===== config.mk =====
export PLATFORM = sky130hd
export DESIGN_NAME = nibble_serializer
export DESIGN_NICKNAME = d
export VERILOG_FILES = /design/src/rtl/nibser_pkg.sv /design/src/rtl/nibble_serializer.sv
export SDC_FILE = /design/constraint.sdc
export NUM_CORES = 1
export LEC_CHECK = 0
export BUFFER_PORTS_ARGS = -buffer_cell sky130_fd_sc_hd__buf_2
export CORE_ASPECT_RATIO = 0.9
export CORE_MARGIN = 2
export CORE_UTILIZATION = 55
export CTS_CLUSTER_SIZE = 8
export DETAILED_ROUTE_END_ITERATION = 8
export PLACE_DENSITY = 0.79
export REMOVE_ABC_BUFFERS = 1
export SYNTH_ARGS = -nofsm -noshare
export SYNTH_HDL_FRONTEND = slang
export SYNTH_SLANG_ARGS = --single-unit

===== constraint.sdc =====
create_clock -name sclk -period 3.6 [get_ports sclk]
set_input_delay 0.36 -clock sclk [delete_from_list [all_inputs] [get_ports sclk]]
set_output_delay 0.36 -clock sclk [all_outputs]
set_load 0.01 [all_outputs]

===== src/rtl/nibser_pkg.sv =====
// Shared definitions for the nibble serializer: FSM state encoding,
// default parameter values and a counter-width helper.
package nibser_pkg;

   localparam int DATA_W_DEF   = 4;
   localparam int WAIT_CYC_DEF = 2;
   localparam int CNT_W_DEF    = 8;

   typedef enum logic [2:0] {
      ST_IDLE  = 3'd0,
      ST_REQ   = 3'd1,
      ST_WAIT  = 3'd2,
      ST_START = 3'd3,
      ST_SHIFT = 3'd4,
      ST_STOP  = 3'd5
   } state_e;

   // Bits needed to hold values 0..max_val, never less than one bit.
   function automatic int cnt_width(input int max_val);
      return (max_val < 2) ? 1 : $clog2(max_val + 1);
   endfunction

endpackage


===== src/rtl/nibble_serializer.sv =====
// Requests a nibble from a producer, samples it after a fixed wait and
// sends it on sdo as a start bit, DATA_W data bits MSB first, and a stop bit.
module nibble_serializer
   import nibser_pkg::*;
#(
   parameter int DATA_W   = DATA_W_DEF,
   parameter int WAIT_CYC = WAIT_CYC_DEF,
   parameter int CNT_W    = CNT_W_DEF
) (
   input  logic              sclk,
   input  logic              rst,
   input  logic              enable,
   input  logic [DATA_W-1:0] data,
   output logic              ask_for_data,
   output logic              sdo,
   output logic              busy,
   output logic              frame_done,
   output logic [CNT_W-1:0]  frame_cnt
);

   localparam int BIT_W  = cnt_width(DATA_W - 1);
   localparam int WAIT_W = cnt_width(WAIT_CYC);
   localparam logic [BIT_W-1:0]  BIT_LAST  = BIT_W'(DATA_W - 1);
   localparam logic [WAIT_W-1:0] WAIT_LAST = WAIT_W'(WAIT_CYC - 1);

   state_e              r_state;
   state_e              w_next_state;
   logic                r_ask;
   logic                r_sdo;
   logic                w_ask_next;
   logic                w_sdo_next;
   logic [DATA_W-1:0]   r_shift;
   logic [BIT_W-1:0]    r_bit_cnt;
   logic [WAIT_W-1:0]   r_wait_cnt;
   logic [CNT_W-1:0]    r_frame_cnt;

   // NOTE: every signal gets a default before the case so no path leaves it
   // unassigned; otherwise synthesis would infer a latch.
   always_comb begin
      w_next_state = r_state;
      w_ask_next   = 1'b0;
      w_sdo_next   = 1'b1;

      case (r_state)
         ST_IDLE:  if (enable) w_next_state = ST_REQ;
         ST_REQ:   w_next_state = ST_WAIT;
         ST_WAIT:  if (r_wait_cnt == WAIT_LAST) w_next_state = ST_START;
         ST_START: w_next_state = ST_SHIFT;
         ST_SHIFT: if (r_bit_cnt == BIT_LAST) w_next_state = ST_STOP;
         ST_STOP:  w_next_state = ST_IDLE;
         default:  w_next_state = ST_IDLE;
      endcase

      // Outputs are decoded from the next state so the registered copies
      // line up exactly with the state they belong to.
      case (w_next_state)
         ST_REQ:   w_ask_next = 1'b1;
         ST_START: w_sdo_next = 1'b0;
         ST_SHIFT: w_sdo_next = r_shift[DATA_W-1];
         default:  ;
      endcase
   end

   // NOTE: sequential state uses non-blocking assignments so every flop
   // samples pre-edge values regardless of statement order.
   always_ff @(posedge sclk or posedge rst) begin
      if (rst) begin
         r_state <= ST_IDLE;
         r_ask   <= 1'b0;
         r_sdo   <= 1'b1;
      end else begin
         r_state <= w_next_state;
         r_ask   <= w_ask_next;
         r_sdo   <= w_sdo_next;
      end
   end

   // NOTE: the shift register is reset along with the control state so an
   // aborted frame leaves no stale bits behind.
   always_ff @(posedge sclk or posedge rst) begin
      if (rst) begin
         r_shift     <= '0;
         r_bit_cnt   <= '0;
         r_wait_cnt  <= '0;
         r_frame_cnt <= '0;
      end else begin
         if (r_state == ST_WAIT && w_next_state == ST_START) begin
            r_shift <= data;
         end else if (w_next_state == ST_SHIFT) begin
            r_shift <= r_shift << 1;
         end

         if (r_state == ST_WAIT && w_next_state == ST_WAIT) begin
            r_wait_cnt <= r_wait_cnt + WAIT_W'(1);
         end else begin
            r_wait_cnt <= '0;
         end

         if (r_state == ST_SHIFT && w_next_state == ST_SHIFT) begin
            r_bit_cnt <= r_bit_cnt + BIT_W'(1);
         end else begin
            r_bit_cnt <= '0;
         end

         if (r_state == ST_STOP) begin
            r_frame_cnt <= r_frame_cnt + CNT_W'(1);
         end
      end
   end

   assign ask_for_data = r_ask;
   assign sdo          = r_sdo;
   assign busy         = (r_state != ST_IDLE);
   assign frame_done   = (r_state == ST_STOP);
   assign frame_cnt    = r_frame_cnt;

endmodule


==> results of run 1 <==
[final cells by class]
class	instances	area, sq um	share of cell area, %
Clock buffer	4	26.28	2.360
Inverter	5	18.77	1.685
Multi-Input combinational cell	52	421.7	37.87
Sequential cell	21	526.8	47.30
Tap cell	24	30.03	2.697
Timing Repair Buffer	18	90.09	8.090
[worst max-delay path: cells and delay by family (launching register included)]
| kind | cells | cell delay [ps] |
|---|---|---|
| buffers and inverters | 1 | 150 |
| AND/OR/NAND/NOR | 1 | 440 |
| flip-flops | 1 | 550 |
[state kept, by name, indices dropped and copies added, names as in the netlist]
register      count
r_bit_cnt         2
r_state           3
r_wait_cnt        2
ask_for_data      1
r_shift           4
sdo               1
frame_cnt         8
[power by group through the flow]
stage / combinational (uW) / clock [uW] / sequential (uW)
floorplan: 146 / 0 / 368
global placement: 203 / 0 / 370
detailed placement: 211 / 0 / 373
CTS: 212 / 118 / 370
global route: 234 / 125 / 383
finish: 210 / 112 / 370
[worst max-delay path by stage]
| stage | startpoint | end | slack, ps |
|---|---|---|---|
| after floorplan | r_bit_cnt[0] | r_shift[1] | 2210 |
| after global placement | r_state[0] | r_shift[2] | 2130 |
| after detailed placement | r_state[0] | r_shift[1] | 2110 |
| after CTS | r_state[0] | busy | 1800 |
| after global routing | r_state[0] | busy | 1740 |
| final | r_state[0] | busy | 1810 |
[layout by cell type (no fill, tap or decap), drive strengths merged, types with 2 or more instances in the layout]
cell / netlist / layout
a211oi: 2 / 2
xor2: 4 / 4
ha: 3 / 3
nand3: 3 / 3
clkbuf: 0 / 4
a221o: 3 / 3
nand2: 2 / 2
xnor2: 4 / 4
nand2b: 3 / 3
and2: 3 / 3
nor3: 3 / 3
dfrtp: 20 / 20
nor2: 4 / 4
inv: 5 / 5
nand3b: 2 / 2
buf: 3 / 18
nor4: 3 / 3
[logic make-up (layout without fill, tap and decap cells)]
family          Yosys count  count (layout)
simple gates             32              32
mux                       1               1
fa+ha+maj                 3               3
flops                    21              21
buf+inv                   8              27
xor+xnor                  8               8
compound gates            8               8
[through the flow]
stage	setup WS [ps]	hold WS, ps	util [%]	cell area (sq um)	total power [uW]
after floorplan	2213	335.8	-	967.2	513.9
after global placement	2133	417.7	64.66	1087	572.8
after detailed placement	2110	428.1	64.66	1087	584.1
after CTS	1796	193.6	66.22	1114	699.8
after global routing	1737	240.4	66.22	1114	742.1
final	1812	168.9	66.22	1114	691.6
[metal layers]
metal | track usage, % | share of wire, %
met5 | 0 | 0
met4 | 8.571 | 0.61
met3 | 5.068 | 3.9
met2 | 27.12 | 47
met1 | 23.76 | 48
==> metrics.cfg, run 1 <==
[timing]
drv_slew=0
fin_tns_setup_ps=0
skew_ps=11.20
finalCritPeriodShare_pct=49.68
grt_setup_unrepaired=no
max_slew_margin_pct=49.18
worst_pin_slew_ps=761.4
finalSetupViolations=0
timing.fmax_mhz=559.2
finalHoldViolations=0
min_period_ps=1788

[power_and_ir_drop]
p_switching_uw=244.4
seq_power_share_pct=53.5
power_leakage_uw=0.0005912
peakVddDrop_mv=0.4284
internal_power_uw=447.3
clock_power_share_pct=16.2
combPwrFrac_pct=30.3
swShare_pct=35.33
power.density_nw_per_um2=621.1

[cells_and_area]
fin_cells=124
fillers=139
area_growth_pct=12.52
drive_above_1_share_pct=30.00
nets=111
num_antenna_cells=0

[synthesis]
netlist_area_sq_um=989.7
synth_mux_area_share_pct=1.138
post-synth-top-area-fraction_pct=50.57
synth-adder-area-share_pct=3.793
synth_top_family_by_area=simple AND/OR/NAND/NOR gates
netlist_top_cells_count=dfrtp_1 (20), inv_1 (5), nor2_1 (4), xnor2_1 (4), xor2_1 (4)
ys_seq_area_share_pct=53.22
synth-edff-count=0
ys_warn_count=0
synth-compound-area-share_pct=6.448
synth-main-ff-cell=dfrtp_1
yosys-top-cells-area=dfrtp_1 (51%), ha_1 (3.8%), xnor2_1 (3.5%)
synth_area_per_cell_sq_um=12.22
synthXorXnorAreaFrac_pct=7.080
ys_ff_latch=21
synth_most_common_cell=dfrtp_1
synth_top_cell_by_area=dfrtp_1
yosysUniqueCellTypes=32
synthSimpleGateAreaFrac_pct=24.15
netlist_instances=81
synthArstFlopShare_pct=100.0

[global_route]
grt_first_pass_wirelength_mm=2.801
overflow=0
grt_usage_pct=17.73
grt_max_degree=22
antenna_found_initial=0
grt_pass1_vias=617

[worst_setup_path]
rr_worst_depth=3
r2r_setup_slack_ps=2090
r2r_end=r_shift[1]
cp_cell_sequence=or3_1 -> buf_2
startpoint_type=flop
timing.rr.start=r_state[0]
worst_ep_arrival_time_ps=1430
slowest_stage=dfrtp_1
cp_data_required_time_ps=3240
critPathMaxStageDelay_ps=550
crit_type=reg -> out
end_kind=output port
cp_max_fo=13

[die]
rows=14
pin_count=19
start_util_pct=58.85
fp.dieW_um=48.72
core_sq_um=1682
fp.dieH_um=44.25
die-area_sq_um=2155

[clocking]
post_cts_buffers=0
clock_tree.root_cell=clkbuf_4
htree_levels=1
cts_buffers=3
clk_latency_ps=300
cts_sinks=21
holdBufCountCts=0
path_clk_slew_ps=120
clock_path_buffers=2
cts_tree=done
cts_resized=0

[placement]
dp_cells=120
port-buffer-count=18
gp_congestion=0.7268
dp_hpwl_mm=1.184

[route]
routedWlPerCell_um=13.13
first_iter_violations=10
drt.antenna.violating_nets=0
firstDrtPassIters=4
drcViolationCount=0
wl_mm=1.628
vias=656
drt-vias-per-instance=5.290

[status]
status=finished, final reports clean

[flow_run]
drv_cap=0

[min_path]
hold_path_class=in -> async

No activity file was read; power rests on OpenSTA's default activity.
==> run 2, diff against run 1 <==
Settings changed: CORE_UTILIZATION 55 to 52, PLACE_DENSITY 0.79 to 0.76.
Clock period 3.6 ns to 1.85 ns, I/O delays scaled along.
==> metrics.cfg, run 2 (synthesis gave the netlist of run 1 again) <==
[status]
status=finished, final reports clean

[power_and_ir_drop]
internal_power_uw=884.4
swShare_pct=35.28
power.density_nw_per_um2=1200
clock_power_share_pct=16.0
seq_power_share_pct=51.2
power_leakage_uw=0.0006052
p_switching_uw=482.1
peakVddDrop_mv=0.7477
combPwrFrac_pct=32.8

[flow_run]
drv_cap=0

[clocking]
cts_buffers=3
clock_path_buffers=2
clk_latency_ps=300
clock_tree.root_cell=clkbuf_4
path_clk_slew_ps=110
htree_levels=1
cts_sinks=21
cts_tree=done

[route]
vias=679
firstDrtPassIters=5
routedWlPerCell_um=13.14
drt-vias-per-instance=5.346
wl_mm=1.669
drcViolationCount=0
drt.antenna.violating_nets=0
first_iter_violations=7

[placement]
dp_cells=122
port-buffer-count=18
gp_congestion=0.7552
dp_slack_ps=328.8
dp_hpwl_mm=1.159
place_area_sq_um=1102

[worst_setup_path]
path_delay_family=flip-flops
cp_cell_sequence=buf_4 -> or3_1 -> buf_2
startpoint_type=flop
cp_max_fo=9
rr_worst_depth=3
crit_type=reg -> out
cp_data_required_time_ps=1660
end_kind=output port
slowest_stage=dfrtp_1
timing.rr.start=r_state[2]
r2r_setup_slack_ps=290
r2r_end=r_shift[1]
worst_ep_arrival_time_ps=1490
critPathMaxStageDelay_ps=460
crit_buf_inv=2

[cells_and_area]
nets=114
area_growth_pct=15.04
drive_above_1_share_pct=31.07
fin_cells=127
mostFrequentLayoutCells=dfrtp_1 (20), buf_2 (18), inv_1 (5)
fin_area_sq_um=1139
largest_reg_flops=8
num_antenna_cells=0
layout_commonest_cell=dfrtp_1

[die]
die-area_sq_um=2269
fp.dieH_um=45.39
pin_count=19
rows=14
core_sq_um=1734
start_util_pct=57.07
fp.dieW_um=49.99

[timing]
min_period_ps=1676
worst_pin_slew_ps=422.9
drv_slew=0
grt_setup_unrepaired=no
finalSetupViolations=0
timing.fmax_mhz=596.6
max_slew_margin_pct=71.81
finalCritPeriodShare_pct=90.60
worst_slack_ps=173.8
finalHoldViolations=0
fin_tns_setup_ps=0
skew_ps=3.289

[global_route]
grt_usage_pct=15.67
grt_first_pass_wirelength_mm=2.601
antenna_found_initial=0
overflow=0
grt_max_degree=22
grt_pass1_vias=559

[min_path]
hold_start=enable
min_delay_worst_endpoint=ask_for_data
hold_depth=3
hold_path_class=in -> reg

-- run 2: worst min-delay path: cells and delay by family --
family / cells / cell delay, ps
simple gates: 1 / 30
buf+inv: 2 / 150
-- run 2: power groups by stage --
stage	clock [uW]	sequential, uW	combinational (uW)
after floorplan	0	716	284
after global placement	0	694	436
after detailed placement	0	705	448
after CTS	222	697	450
after global routing	244	720	488
final	219	699	448
-- run 2: per-layer routing --
layer  global-route usage [%]  wire length, um  up-vias
met5                        0                0        -
met4                    6.667               20        0
met3                    2.961               77        2
met2                    22.37              725       19
met1                    23.48              846      327
li1                         -                -      331
-- run 2: metrics by stage --
| stage | hold WS (ps) | power, uW | utilization, % |
|---|---|---|---|
| after floorplan | 160.8 | 999.9 | - |
| after global placement | 218.7 | 1130 | 63.56 |
| after detailed placement | 226.0 | 1152 | 63.56 |
| after CTS | 90.03 | 1369 | 65.66 |
| after global routing | 85.76 | 1451 | 65.66 |
| final | 92.42 | 1367 | 65.66 |
-- run 2: how the worst max path moves through the flow --
stage,start,end,cells past startpoint
floorplan,r_bit_cnt[0],r_shift[1],4
global placement,r_bit_cnt[0],r_shift[2],4
detailed placement,r_state[2],r_shift[1],3
CTS,r_state[0],busy,3
global route,r_state[0],busy,3
finish,r_state[0],busy,3
-- run 2: final cells by class --
class / count / area [sq um]
multi-input combinational: 52 / 421.7
inverter: 5 / 18.77
clock buffer: 4 / 26.28
timing repair buffer: 21 / 115.1
fill: 152 / 595.6
tap: 24 / 30.03
sequential: 21 / 526.8
-- run 2: repair_timing --
action	CTS	global route
buffers inserted	0	0
gates resized for setup	0	0
endpoints found under the setup margin	0	0
hold buffers	1	0
endpoints found under the hold margin	20	0
==> run 3, diff against run 2 <==
Settings changed: CORE_UTILIZATION 52 to 55, HOLD_SLACK_MARGIN set to 0.1, PLACE_DENSITY 0.76 to 0.83.
Clock period 1.85 ns to 2.05 ns, I/O delays scaled along.
==> metrics.cfg, run 3 (synthesis gave the netlist of run 1 again) <==
[status]
status=finished, final reports clean

[power_and_ir_drop]
internal_power_uw=785.6
p_switching_uw=434.7
combPwrFrac_pct=29.9
peakVddDrop_mv=0.9053
power_leakage_uw=0.0005954
clock_power_share_pct=16.7
power.density_nw_per_um2=1086
seq_power_share_pct=53.5
total_power_uw=1220
swShare_pct=35.62

[timing]
max_slew_margin_pct=48.71
skew_ps=3.898
grt_setup_unrepaired=no
finalSetupViolations=0
finalHoldViolations=0
min_period_ps=1655
timing.fmax_mhz=604.2
drv_slew=0
holdWs_ps=117.0
worst_pin_slew_ps=768.6
fin_tns_setup_ps=0
worst_slack_ps=395.0
finalCritPeriodShare_pct=80.73

[worst_setup_path]
timing.rr.start=r_state[2]
worst_ep_arrival_time_ps=1450
cp_data_required_time_ps=1850
crit_type=reg -> out
end_kind=output port
crit_path_start=r_state[0]
startpoint_type=flop
r2r_setup_slack_ps=460
cp_max_fo=13

[die]
pin_count=19
core_sq_um=1682
start_util_pct=58.85
fp.dieH_um=44.25
die-area_sq_um=2155
fp.dieW_um=48.72
rows=14

[route]
firstDrtPassIters=4
routedWlPerCell_um=13.55
first_iter_violations=7
drt.antenna.violating_nets=0
drcViolationCount=0
drt-vias-per-instance=5.144
wl_mm=1.694
vias=643

[cells_and_area]
num_antenna_cells=0
largest_reg_flops=8
drive_above_1_share_pct=29.70
mostFrequentLayoutCells=dfrtp_1 (20), buf_2 (18), inv_1 (5)
fin_area_sq_um=1124
fillers=143
layout_commonest_cell=dfrtp_1
nets=112
area_growth_pct=13.53

[min_path]
hold_path_class=in -> reg
hold_start=enable

[placement]
port-buffer-count=18
gp_congestion=0.7699
dp_hpwl_mm=1.191
place_area_sq_um=1087
dp_slack_ps=468.4

[clocking]
cts_sinks=21
clock_tree.root_cell=clkbuf_4
cts_resized=0
clock_path_buffers=2
cts_buffers=3
path_clk_slew_ps=120
cts_tree=done
htree_levels=1
clk_latency_ps=300

[global_route]
grt_max_degree=22
antenna_found_initial=0
grt_usage_pct=17.84
overflow=0
grt_first_pass_wirelength_mm=2.891
grt_pass1_vias=609

[flow_run]
drv_cap=0

## run 3: critical path: stages (launching register included)
cell	delay, ps
dfrtp_1	560
or3_1	440
buf_2	150
## run 3: path summary, 6_finish.rpt
kind | endpoint | depth (start not counted)
worst min register to register | r_bit_cnt[0] | 1
max in group asynchronous | frame_cnt[7] | 3
min in group asynchronous | r_wait_cnt[1] | 3
worst min-delay path | ask_for_data | 3
worst max register to register | r_shift[1] | 3
worst max-delay path | busy | 2
## run 3: final cells by class
class | count | area (sq um) | share of cell area (%)
timing repair buffer | 19 | 100.1 | 8.909
clock buffer | 4 | 26.28 | 2.339
sequential | 21 | 526.8 | 46.88
tap | 24 | 30.03 | 2.673
inverter | 5 | 18.77 | 1.670
multi-input combinational | 52 | 421.7 | 37.53
## run 3: power by group through the flow
stage | Combinational, uW | Sequential, uW | Clock [uW]
floorplan | 256 | 646 | 0
global placement | 357 | 647 | 0
detailed placement | 368 | 660 | 0
CTS | 371 | 653 | 199
global route | 418 | 675 | 220
finish | 365 | 652 | 203
## run 3: timing repair
action | CTS | global route
endpoints found under the hold margin | 20 | 0
buffers inserted | 0 | 0
hold buffers | 1 | 0
setup endpoints to repair | 0 | 0
## run 3: metrics by stage
step	cells	util (%)
final	125	66.82
after global routing	125	66.82
after CTS	125	66.82
after detailed placement	120	64.66
after global placement	120	64.66
after floorplan	78	-
## run 3: metal layers
metal	vias up	part of all wire (%)	track usage, %
li1	325	-	-
met1	305	52	25.84
met2	11	43	27.12
met3	2	4.0	4.392
met4	0	0.77	5.143
met5	-	0	0
